### src/rtl/serial_subtractor_16_bit_pkg.sv
// Shared types and constants for the bit-serial subtractor.
// Optional flag outputs are enabled with the SERIAL_SUB_FLAGS_EN macro.
package sub_pkg;

  localparam int DEF_WIDTH = 16;

  localparam logic [1:0] ST_IDLE = 2'd0;
  localparam logic [1:0] ST_RUN  = 2'd1;
  localparam logic [1:0] ST_DONE = 2'd2;

  typedef enum logic [1:0] {
    IDLE = ST_IDLE,
    RUN  = ST_RUN,
    DONE = ST_DONE
  } sub_state_t;

  localparam int CNT_W = $clog2(DEF_WIDTH);

  // Bit-count width for an arbitrary operand width (never below one bit).
  function automatic int cnt_width(input int w);
    return (w < 2) ? 1 : $clog2(w);
  endfunction

endpackage

### src/rtl/serial_subtractor_16_bit_if.sv
// Operand/result handshake bundle for serial_subtractor_16_bit.
// zero/ovf exist only when SERIAL_SUB_FLAGS_EN is defined.
interface serial_subtractor_16_bit_if #(
  parameter int WIDTH = 16
);

  logic             start_valid;
  logic             start_ready;
  logic [WIDTH-1:0] a;
  logic [WIDTH-1:0] b;
  logic             b_in;
  logic             done_valid;
  logic             done_ready;
  logic [WIDTH-1:0] diff;
  logic             b_out;
`ifdef SERIAL_SUB_FLAGS_EN
  logic             zero;
  logic             ovf;
`endif

  modport master (
    output start_valid,
    output a,
    output b,
    output b_in,
    output done_ready,
    input  start_ready,
    input  done_valid,
    input  diff,
`ifdef SERIAL_SUB_FLAGS_EN
    input  zero,
    input  ovf,
`endif
    input  b_out
  );

  modport slave (
    input  start_valid,
    input  a,
    input  b,
    input  b_in,
    input  done_ready,
    output start_ready,
    output done_valid,
    output diff,
`ifdef SERIAL_SUB_FLAGS_EN
    output zero,
    output ovf,
`endif
    output b_out
  );

endinterface

### src/rtl/serial_subtractor_16_bit_full_adder.sv
// One-bit full adder used as the single serial arithmetic cell.
module full_adder_1_bit (
  input  logic a,
  input  logic b,
  input  logic c_in,
  output logic s,
  output logic c_out
);

  assign s     = a ^ b ^ c_in;
  assign c_out = (a & b) | (a & c_in) | (b & c_in);

endmodule

### src/rtl/serial_subtractor_16_bit.sv
// Bit-serial subtractor: diff = a - b - b_in, LSB first, one bit per clock.
// Optional zero/ovf flags are built when SERIAL_SUB_FLAGS_EN is defined.
module serial_subtractor_16_bit
  import sub_pkg::*;
#(
  parameter int WIDTH = 16
) (
  input  logic                      clk,
  input  logic                      rst_n,
  serial_subtractor_16_bit_if.slave bus
);

  localparam int                CNT_BITS = cnt_width(WIDTH);
  localparam logic [CNT_BITS-1:0] LAST   = CNT_BITS'(WIDTH - 1);

  sub_state_t          state_reg;
  sub_state_t          state_next;
  logic [WIDTH-1:0]    opa_reg;
  logic [WIDTH-1:0]    opb_reg;
  logic [WIDTH-1:0]    res_reg;
  logic                carry_reg;
  logic [CNT_BITS-1:0] cnt_reg;
  logic                start_ready_reg;

  logic fa_s;
  logic fa_c;
  logic accept;
  logic done_valid;

  // Subtraction as a + ~b + ~b_in: operand b and the borrow are inverted at load.
  full_adder_1_bit u_cell (
    .a     (opa_reg[0]),
    .b     (opb_reg[0]),
    .c_in  (carry_reg),
    .s     (fa_s),
    .c_out (fa_c)
  );

  assign accept     = bus.start_valid & start_ready_reg;
  assign done_valid = (state_reg == DONE);

  always_comb begin
    state_next = state_reg;
    case (state_reg)
      IDLE:    if (accept) state_next = RUN;
      RUN:     if (cnt_reg == LAST) state_next = DONE;
      DONE:    if (bus.done_ready) state_next = IDLE;
      default: state_next = IDLE;
    endcase
  end

  always_ff @(posedge clk or negedge rst_n) begin
    if (!rst_n) begin
      state_reg       <= IDLE;
      opa_reg         <= '0;
      opb_reg         <= '0;
      res_reg         <= '0;
      carry_reg       <= 1'b0;
      cnt_reg         <= '0;
      start_ready_reg <= 1'b0;
    end else begin
      state_reg       <= state_next;
      start_ready_reg <= (state_next == IDLE);
      case (state_reg)
        IDLE: begin
          if (accept) begin
            opa_reg   <= bus.a;
            opb_reg   <= ~bus.b;
            carry_reg <= ~bus.b_in;
            res_reg   <= '0;
            cnt_reg   <= '0;
          end
        end
        RUN: begin
          res_reg   <= {fa_s, res_reg[WIDTH-1:1]};
          opa_reg   <= {1'b0, opa_reg[WIDTH-1:1]};
          opb_reg   <= {1'b0, opb_reg[WIDTH-1:1]};
          carry_reg <= fa_c;
          cnt_reg   <= cnt_reg + 1'b1;
        end
        default: ;
      endcase
    end
  end

  assign bus.start_ready = start_ready_reg;
  assign bus.done_valid  = done_valid;
  // Results are forced to zero whenever no result is being offered.
  assign bus.diff        = done_valid ? res_reg : '0;
  assign bus.b_out       = done_valid & ~carry_reg;

`ifdef SERIAL_SUB_FLAGS_EN
  logic a_msb_reg;
  logic b_msb_reg;

  always_ff @(posedge clk or negedge rst_n) begin
    if (!rst_n) begin
      a_msb_reg <= 1'b0;
      b_msb_reg <= 1'b0;
    end else if (state_reg == IDLE && accept) begin
      a_msb_reg <= bus.a[WIDTH-1];
      b_msb_reg <= bus.b[WIDTH-1];
    end
  end

  assign bus.zero = done_valid & (res_reg == '0);
  assign bus.ovf  = done_valid & (a_msb_reg != b_msb_reg) & (res_reg[WIDTH-1] != a_msb_reg);
`endif

endmodule

### src/flat_wrapper.sv
// flat-port wrapper written by rule: the top's interface ports become plain ports
module serial_subtractor_16_bit_flat import sub_pkg::*;
#(
  parameter int WIDTH = 16
)
  (clk, rst_n, bus_start_valid, bus_a, bus_b, bus_b_in, bus_done_ready, bus_start_ready, bus_done_valid, bus_diff, bus_b_out);
  serial_subtractor_16_bit_if #(.WIDTH(WIDTH)) bus_i ();
  input  logic clk;
  input  logic rst_n;
  input wire logic [$bits(bus_i.start_valid)-1:0] bus_start_valid;
  input wire logic [$bits(bus_i.a)-1:0] bus_a;
  input wire logic [$bits(bus_i.b)-1:0] bus_b;
  input wire logic [$bits(bus_i.b_in)-1:0] bus_b_in;
  input wire logic [$bits(bus_i.done_ready)-1:0] bus_done_ready;
  output wire logic [$bits(bus_i.start_ready)-1:0] bus_start_ready;
  output wire logic [$bits(bus_i.done_valid)-1:0] bus_done_valid;
  output wire logic [$bits(bus_i.diff)-1:0] bus_diff;
  output wire logic [$bits(bus_i.b_out)-1:0] bus_b_out;
  assign bus_i.start_valid = bus_start_valid;
  assign bus_i.a = bus_a;
  assign bus_i.b = bus_b;
  assign bus_i.b_in = bus_b_in;
  assign bus_i.done_ready = bus_done_ready;
  assign bus_start_ready = bus_i.start_ready;
  assign bus_done_valid = bus_i.done_valid;
  assign bus_diff = bus_i.diff;
  assign bus_b_out = bus_i.b_out;
  serial_subtractor_16_bit #(.WIDTH(WIDTH)) u_core (.clk(clk), .rst_n(rst_n), .bus(bus_i));
endmodule
### config.mk
export PLATFORM = sky130hd
export DESIGN_NAME = serial_subtractor_16_bit_flat
export DESIGN_NICKNAME = d
export VERILOG_FILES = /design/src/rtl/serial_subtractor_16_bit_pkg.sv /design/src/rtl/serial_subtractor_16_bit_if.sv /design/src/rtl/serial_subtractor_16_bit_full_adder.sv /design/src/rtl/serial_subtractor_16_bit.sv /design/src/flat_wrapper.sv
export SDC_FILE = /design/constraint.sdc
export NUM_CORES = 1
export LEC_CHECK = 0
export CAP_MARGIN = 10
export CELL_PAD_IN_SITES_DETAIL_PLACEMENT = 1
export CELL_PAD_IN_SITES_GLOBAL_PLACEMENT = 2
export CORE_MARGIN = 3
export CORE_UTILIZATION = 34
export DETAILED_ROUTE_END_ITERATION = 6
export DONT_BUFFER_PORTS = 1
export GPL_TIMING_DRIVEN = 1
export PLACE_DENSITY_LB_ADDON = 0.1
export SLEW_MARGIN = 20
export SYNTH_ARGS = -nofsm -noshare
export SYNTH_HDL_FRONTEND = slang
export SYNTH_SLANG_ARGS = --single-unit
export TNS_END_PERCENT = 1
### constraint.sdc
create_clock -name clk -period 1.5 [get_ports clk]
set_input_delay 0.15 -clock clk [delete_from_list [all_inputs] [get_ports clk]]
set_output_delay 0.15 -clock clk [all_outputs]
set_load 0.01 [all_outputs]
==> impl_metrics.py <==
metrics = {
    "status": {
        "status": "complete, but fails checks",
        "violations": "setup timing",
    },
    "power_and_ir_drop": {
        "switching_power_w": 0.00213,
        "ir_drop_uv": 556,
        "switching_share_pct": 37.3,
        "cell_internal_pwr_w": 0.00358,
        "power_w": 0.00571,
        "p_seq_share_pct": 45.4,
        "clockPowerShare_pct": 13.8,
        "leakage_nw": 1.42,
        "p_per_area_nw_per_um2": 1880,
        "comb_power_share_pct": 40.8,
    },
    "detailed_routing": {
        "ant_nets": 0,
        "drt_iter0_drc": 34,
        "firstDrtPassIters": 4,
        "avgViaCountPerCell": 5.29,
        "remaining_drc_errors": 0,
        "finalWirelength_mm": 6.36,
        "vias": 1947,
        "wire_per_inst_um": 17.3,
    },
    "floorplanning": {
        "io_pins": 56,
        "row_count": 30,
        "die_x_um": 91.4,
        "start_util_pct": 35.7,
        "coreArea_um2": 6940,
        "dieHeight_um": 91.4,
        "die_area_um2": 8350,
    },
    "synthesis": {
        "seq_area_frac_synth_pct": 56.6,
        "synth_area_um2": 2480,
        "syn_inst": 252,
        "avgSynthCellArea_um2": 9.83,
        "yosys_warnings": 0,
        "synth.net_count": 291,
        "ys_types": 34,
        "ys_ff_latch": 56,
    },
    "critical_path": {
        "cp.arrival_ns": 1.71,
        "rr_startpoint": "u_core.state_reg[0]",
        "path_depth": 5,
        "r2r-end": "u_core.opb_reg[2]",
        "path_common_cell": "buf_6",
        "r2r_cells": 5,
        "r2r_slack_ns": -0.03,
        "worstSetupStartpointType": "flip-flop",
        "crit_family": "flip-flops",
        "cp_cell_sequence": "buf_6 > nor4bb_4 > buf_6 > nor2_2 > a221o_1",
        "cp-end-kind": "flip-flop",
        "critPathSlowestCell": "dfrtp_2",
        "slowest_delay_ns": 0.46,
        "worstPathRequired_ns": 1.69,
        "cp_max_fo": 6,
        "path_class": "reg2reg",
        "cp.buffers_inverters": 2,
    },
    "timing": {
        "max_freq_mhz": 655,
        "hold_viol_final": 0,
        "setup_tns_ns": -0.0880,
        "fin_crit_ns": 1.53,
        "fin_crit_sh_pct": 102,
        "drv_slew": 0,
        "finalWorstSetupSlack_ns": -0.0265,
        "rsz0062_at_grt": "yes",
        "max_slew_margin_pct": 80.7,
        "setup_viol_count_final": 8,
        "whs_ns": 0.0422,
        "fin_skew_ns": 0.00971,
        "worstMarginPinSlew_ns": 0.290,
    },
    "grt": {
        "grt_first_pass_wirelength_mm": 10.4,
        "grt_pass1_vias": 2032,
        "overflow": 0,
        "grt_use_total_pct": 15.5,
        "grt_max_degree": 57,
        "antenna_found_initial": 0,
    },
    "finish": {
        "fin_cells": 368,
        "drive_above_1_share_pct": 20.2,
        "fin_util_pct": 43.7,
        "layout_common_cells": "54 x dfrtp_1, 41 x nand2_1, 26 x nand3_1",
        "antenna_cells": 0,
        "area.growth.synth_to_final_pct": 22.6,
        "layout_commonest_cell": "dfrtp_1",
        "final_nets": 311,
    },
    "hold_path": {
        "min_from": "bus_a[6]",
        "holdPathEnd": "u_core.opa_reg[6]",
        "hold_depth": 2,
        "hold_class": "in2reg",
    },
    "clock_tree": {
        "path_clk_slew_ns": 0.10,
        "cts_made_buffers": 5,
        "clock_path_buffers": 2,
        "cts.sinks": 56,
        "cts_root_buffer": "clkbuf_8",
        "cts_tree": "yes",
        "htreeDepth": 2,
        "clock_latency_ns": 0.30,
    },
    "placed_design": {
        "portBuffers": 0,
        "hpwl_mm": 4.00,
        "gp_congestion": 0.774,
        "place_inst": 342,
    },
    "flow_run": {
        "drv_cap": 0,
    },
}
[cell families after synthesis]
logic type / after synthesis / synth area share (%)
and+or+nand+nor: 127 / 24.3
DFF: 56 / 56.6
muxes: 1 / 0.404
adders and majority gates: 2 / 1.31
buffers and inverters: 25 / 4.70
AOI/OAI and AO/OA: 41 / 12.7
[how the worst max path moves through the flow]
stage / start / end / slack (ns)
after detailed placement: u_core.state_reg[1] / u_core.opb_reg[14] / -0.10
after global routing: u_core.state_reg[0] / u_core.opb_reg[6] / -0.07
after floorplan: u_core.bus.start_ready / u_core.opb_reg[10] / 0.02
after CTS: u_core.state_reg[0] / bus_diff[12] / -0.08
final: u_core.state_reg[0] / u_core.opb_reg[2] / -0.03
after global placement: u_core.state_reg[1] / u_core.opb_reg[14] / -0.06
[synthesized netlist by cell type]
cell type | instances | share of area, %
a22oi_1 | 5 | 1.5
a21o_1 | 1 | 0.30
a221o_1 | 13 | 5.3
nand4b_1 | 1 | 0.35
a21oi_1 | 2 | 0.40
buf_6 | 1 | 0.45
and2_1 | 16 | 4.0
buf_2 | 9 | 1.8
ha_1 | 1 | 0.50
nor3b_1 | 2 | 0.61
nor2b_1 | 1 | 0.25
mux2i_1 | 1 | 0.40
nor2_1 | 24 | 3.6
buf_4 | 1 | 0.30
nor2_2 | 1 | 0.25
buf_1 | 1 | 0.15
nand4_1 | 1 | 0.25
clkbuf_1 | 8 | 1.2
o21a_1 | 1 | 0.30
fa_1 | 1 | 0.81
inv_1 | 5 | 0.76
nor3_1 | 9 | 1.8
o221ai_1 | 1 | 0.35
dfrtp_1 | 56 | 57
o22ai_1 | 10 | 2.5
a211o_1 | 1 | 0.35
o21ai_0 | 5 | 1.0
a221oi_1 | 2 | 0.71
nand4bb_1 | 1 | 0.45
and3_1 | 1 | 0.25
nand2b_1 | 2 | 0.50
nand2_1 | 41 | 6.2
nand3_1 | 26 | 5.3
nor4bb_1 | 1 | 0.40
[layer usage]
| metal | GRT usage, % | vias to the layer above | share of wire [%] | routed length [µm] |
|---|---|---|---|---|
| met5 | 0 | - | 0 | 0 |
| met4 | 3.39 | 0 | 0.63 | 40 |
| met3 | 4.06 | 4 | 4.3 | 274 |
| met2 | 24.9 | 39 | 49 | 3090 |
| met1 | 21.0 | 987 | 46 | 2950 |
| li1 | - | 917 | - | - |
[layout make-up]
cell class | count | area, µm²
multi-input combinational | 173 | 1070
clock inverter | 1 | 5.00
inverter | 5 | 21.3
fill | 754 | 3910
timing repair buffer | 31 | 347
tap | 96 | 120
clock buffer | 6 | 72.6
sequential | 56 | 1400
[worst register-to-register path, delay by kind of cell (launching register included)]
kind	cells	cell delay (ns)
buffers and inverters	2	0.30
DFF	1	0.46
and+or+nand+nor	2	0.33
AOI/OAI and AO/OA	1	0.31
[repair_timing]
item | 4_1_cts | 5_1_grt
buffers inserted | 0 | 4
pin swaps | 0 | 7
hold buffers | 12 | 0
resized for setup | 4 | 24
endpoints found under the setup margin | 34 | 28
gates cloned | 0 | 3
hold endpoints to repair | 67 | 0
[per-stage QoR]
step / setup slack (ns) / cell area [µm²]
floorplan: 0.0230 / 2480
global placement: -0.0561 / 2670
detailed placement: -0.103 / 2670
CTS: -0.0765 / 2900
global route: -0.0653 / 3040
finish: -0.0265 / 3040
[power groups by stage]
stage / sequential, W / clock, W / combinational [W]
5_1_grt: 0.00268 / 0.000902 / 0.00265
2_1_floorplan: 0.00247 / 0 / 0.00149
6_report: 0.00259 / 0.000787 / 0.00233
3_3_place_gp: 0.00259 / 0 / 0.00200
4_1_cts: 0.00258 / 0.000828 / 0.00213
3_5_place_dp: 0.00260 / 0 / 0.00205
Power figures use the tool's default switching activity.
